File: src/rtl/register_file.sv
// Architectural integer register file: two combinational read ports with write-through,
// one write port, a registered bypass copy of the last write, and a sequential soft-clear engine.
module register_file #(
  parameter int unsigned REG_WIDTH = 32,
  parameter int unsigned REG_COUNT = 32
) (
  input  logic                 clk,
  input  logic                 rst,
  input  logic [4:0]           rs1_addr,
  input  logic [4:0]           rs2_addr,
  output logic [REG_WIDTH-1:0] rs1_data,
  output logic [REG_WIDTH-1:0] rs2_data,
  input  logic                 rd_we,
  input  logic [4:0]           rd_addr,
  input  logic [REG_WIDTH-1:0] rd_data,
  output logic                 fwd_valid,
  output logic [4:0]           fwd_addr,
  output logic [REG_WIDTH-1:0] fwd_data,
  input  logic                 clr_req,
  output logic                 busy
);

  localparam int unsigned ADDR_W = 5;
  localparam logic [ADDR_W-1:0] LAST_IDX = ADDR_W'(REG_COUNT - 1);

  typedef enum logic [0:0] {IDLE, CLEAR} state_t;

  state_t                 state_q, state_d;
  logic [ADDR_W-1:0]      clr_idx_q, clr_idx_d;
  logic [REG_WIDTH-1:0]   regs_q [REG_COUNT];
  logic [REG_WIDTH-1:0]   regs_d [REG_COUNT];
  logic                   fwd_valid_q, fwd_valid_d;
  logic [ADDR_W-1:0]      fwd_addr_q, fwd_addr_d;
  logic [REG_WIDTH-1:0]   fwd_data_q, fwd_data_d;
  logic                   busy_q, busy_d;
  logic                   accepted_c;

  assign accepted_c = rd_we && (state_q == IDLE) && (rd_addr != '0);

  // Reads see an accepted same-cycle write before it lands in storage; x0 is hardwired to zero.
  assign rs1_data = (rs1_addr == '0) ? '0 :
                    (accepted_c && (rd_addr == rs1_addr)) ? rd_data : regs_q[rs1_addr];
  assign rs2_data = (rs2_addr == '0) ? '0 :
                    (accepted_c && (rd_addr == rs2_addr)) ? rd_data : regs_q[rs2_addr];

  always_comb begin
    state_d     = state_q;
    clr_idx_d   = clr_idx_q;
    regs_d      = regs_q;
    fwd_valid_d = accepted_c;
    fwd_addr_d  = fwd_addr_q;
    fwd_data_d  = fwd_data_q;

    if (accepted_c) begin
      fwd_addr_d = rd_addr;
      fwd_data_d = rd_data;
    end

    case (state_q)
      IDLE: begin
        // A write accepted alongside clr_req still lands; the sweep zeroes it later.
        if (accepted_c) regs_d[rd_addr] = rd_data;
        if (clr_req) begin
          state_d   = CLEAR;
          clr_idx_d = ADDR_W'(1);
        end
      end
      CLEAR: begin
        regs_d[clr_idx_q] = '0;
        if (clr_idx_q == LAST_IDX) begin
          state_d   = IDLE;
          clr_idx_d = ADDR_W'(1);
        end else begin
          clr_idx_d = clr_idx_q + ADDR_W'(1);
        end
      end
      default: state_d = IDLE;
    endcase

    busy_d = (state_d == CLEAR);
  end

  always_ff @(posedge clk or posedge rst) begin
    if (rst) begin
      state_q     <= IDLE;
      clr_idx_q   <= ADDR_W'(1);
      fwd_valid_q <= 1'b0;
      fwd_addr_q  <= '0;
      fwd_data_q  <= '0;
      busy_q      <= 1'b0;
      for (int i = 0; i < int'(REG_COUNT); i++) regs_q[i] <= '0;
    end else begin
      state_q     <= state_d;
      clr_idx_q   <= clr_idx_d;
      fwd_valid_q <= fwd_valid_d;
      fwd_addr_q  <= fwd_addr_d;
      fwd_data_q  <= fwd_data_d;
      busy_q      <= busy_d;
      regs_q      <= regs_d;
    end
  end

  assign fwd_valid = fwd_valid_q;
  assign fwd_addr  = fwd_addr_q;
  assign fwd_data  = fwd_data_q;
  assign busy      = busy_q;

endmodule

File: config.mk
export PLATFORM = sky130hd
export DESIGN_NAME = register_file
export DESIGN_NICKNAME = d
export VERILOG_FILES = /design/src/rtl/register_file.sv
export SDC_FILE = /design/constraint.sdc
export NUM_CORES = 2
export LEC_CHECK = 0
export CORE_MARGIN = 1.5
export CORE_UTILIZATION = 50
export DETAILED_ROUTE_END_ITERATION = 8
export HOLD_SLACK_MARGIN = 0.06
export PLACE_DENSITY_LB_ADDON = 0.15
export SYNTH_ARGS = -nofsm -noshare
export SYNTH_HDL_FRONTEND = slang
export SYNTH_SLANG_ARGS = --single-unit
File: constraint.sdc
create_clock -name clk -period 82.9 [get_ports clk]
set_clock_uncertainty 0.15 [all_clocks]
set_input_delay 24.87 -clock clk [delete_from_list [all_inputs] [get_ports clk]]
set_output_delay 24.87 -clock clk [all_outputs]
set_load 0.005 [all_outputs]
==> qor.yml <==
floorplan:
  initial_core_util_pct: 50.6
  die_x_um: 338
  rows: 122
  core_mm2: 0.111
  ios: 154
  die_area_mm2: 0.114
  die_h_um: 338
sta:
  finalCriticalPeriod_ps: 54910
  finalSetupTns_ps: 0
  worstMarginPinSlew_ps: 1390
  finalCritPeriodShare_pct: 66.2
  max_freq_mhz: 18.2
  relSlewSlack_pct: 6.72
  whs_ps: 325
  finalSetupViolCount: 0
  drv_slew: 0
  hold_viol_final: 0
  rsz0062_at_grt: "false"
global_route:
  grt_max_degree: 147
  antenna_found_initial: 4
  grt_usage_pct: 39.0
  grt_overflow_total: 0
  grt_pass1_wl_mm: 318
  grt_pass1_vias: 43200
drt:
  wirelength_mm: 222
  first_iter_violations: 6273
  routed_via_density: 7.63
  first_pass_iters: 6
  ant_nets: 0
  drc: 0
  post_drt_wl_per_cell_um: 38.7
  vias: 43900
final_layout:
  area_growth_pct: 10.3
  final_cells: 5752
  drive_gt1_share_pct: 19.8
  final_area_mm2: 0.0618
  fin_nets: 4226
clocking:
  cts.htree.levels: 3
  root_buffer: "clkbuf_16"
  post-cts-setup-buffers: 0
  clock-sinks: 1068
  cts_hold_buf: 0
  clk_pin_slew_ps: 60
  cts_tree: "built"
  cts_buffer_depth: 3
  numCtsBuffers: 112
  ctsResizeCount: 0
  insertion_delay_ps: 720
logic_synthesis:
  netlist_top_cells_area: "dfrtp_1, mux4_2, a22o_1, mux2i_1, buf_2"
  synth-seq-area-share_pct: 47.7
  synth_common_cells: "dfrtp_1, a22o_1, mux4_2"
  synthesis.nets: 4344
  syn-cell-area_mm2: 0.0560
  yosysTopAreaCellShare_pct: 47.7
  synth_edf_count: 0
  synth_cells: 4288
  synth_top_area_cell: "dfrtp_1"
  synth_seq_cells: 1068
  postSynth.asyncResetShare_pct: 100
  synth.distinct_cells: 62
  yosysMostFrequentCell: "dfrtp_1"
  syn_avg_cell_area_um2: 13.1
  yosysWarningCount: 0
  synth_flop_cell: "dfrtp_1"
critical_path:
  worstSetupStartpointType: "input port"
  cp_max_fo: 22
  cp-end-kind: "primary output"
  worstSetupPathType: "input port to primary output"
  crit_required_ps: 57880
  worst_ep_arrival_time_ps: 29890
status:
  outcome: "finished clean"
power:
  total_power_mw: 1.57
  peakVddDrop_mv: 0.0194
  power_density_mw_per_mm2: 25.4
  p_leak_nw: 27.7
place:
  hpwlAfterDp_mm: 127
  place_inst: 5544
  place_congestion: 0.923
  io_buffers: 153
  place_area_mm2: 0.0580
min_path:
  hold_class: "flop to flop"
job:
  cap_violations: 0
## path summary, 6_finish.rpt
kind | start | endpoint | slack [ps] | cells past startpoint
setup / recovery | rs2_addr[4] | rs2_data[7] | 27990 | 6
hold / removal | fwd_data[20]$_DFFE_PP0P_ | fwd_data[20]$_DFFE_PP0P_ | 320 | 2
setup reg to reg | busy$_DFF_PP0_ | regs_q[824]$_DFFE_PP0P_ | 78910 | 7
hold reg to reg | fwd_data[20]$_DFFE_PP0P_ | fwd_data[20]$_DFFE_PP0P_ | 320 | 2
max in group asynchronous | rst | fwd_data[4]$_DFFE_PP0P_ | 54780 | 5
min in group asynchronous | rst | regs_q[530]$_DFFE_PP0P_ | 24570 | 2
## power breakdown
group          internal [mW]  total (mW)  switching, mW
clock network          0.302       0.525          0.223
registers              0.606       0.676         0.0705
logic                  0.165       0.369          0.204
## per-layer routing
metal,routed length (um),vias up,global-route usage [%]
met4,13500,4,20.4
met1,82200,22900,52.3
met3,31000,731,13.8
met5,146,-,0
li1,-,16700,-
met2,95600,3589,55.8
## registers in the layout (all words and copies together), names as in the netlist
name,cells
busy,1
fwd_data,32
clr_idx_q,5
regs_q,1024
fwd_addr,5
fwd_valid,1
## worst max-delay path, stage by stage
cell	delay, ps
clkdlybuf4s50_1	1040
nand2_2	830
nor2_1	1330
a221oi_1	470
a31oi_1	650
clkdlybuf4s50_1	650
## layout by cell type, fill, tap and decap left out, drive strengths merged, types with 25 or more instances in the layout
cell type | netlist | layout
dfrtp | 1067 | 1067
a22o | 872 | 872
mux4 | 421 | 421
nand2 | 271 | 271
mux2i | 241 | 241
clkbuf | 192 | 165
clkdlybuf4s50 | 0 | 146
o21ai | 146 | 146
buf | 325 | 138
nor2 | 108 | 108
a22oi | 105 | 105
and2 | 74 | 74
o22ai | 55 | 55
a221oi | 50 | 50
a21oi | 33 | 33
nand3 | 32 | 32
nor3 | 30 | 30
clkinv | 0 | 29
nand2b | 26 | 26
a211oi | 25 | 25
## final cells by class
cell class,instances,area [um2]
diodes,2,5.00
clock buffers,164,3330
clock inverters,42,427
fillers,9179,49000
inverters,11,51.3
multi-input cells,2692,26800
flip-flops and latches,1068,26700
well taps,1488,1860
repair buffers,285,2590
## stage by stage
step / setup slack (ps) / util [%]
after floorplan: 27820 / -
after global placement: 28320 / 52.4
after detailed placement: 28380 / 52.4
after CTS: 28330 / 55.7
after global routing: 28220 / 55.7
final: 27990 / 55.8
## kinds of logic (layout without fill, tap and decap cells)
logic type                 count (synthesis)  in the layout  share of synthesized area (%)
AOI/OAI and AO/OA                       1392           1392                           20.5
muxes                                    673            673                           21.5
DFF                                     1068           1068                           47.7
adders and majority gates                  5              5                          0.112
and+or+nand+nor                          610            610                           5.04
other                                      0              2                              0
buffers and inverters                    528            502                           5.04
xor gates and xnor gates                  12             12                          0.188
No activity file was read; power rests on OpenSTA's default activity.
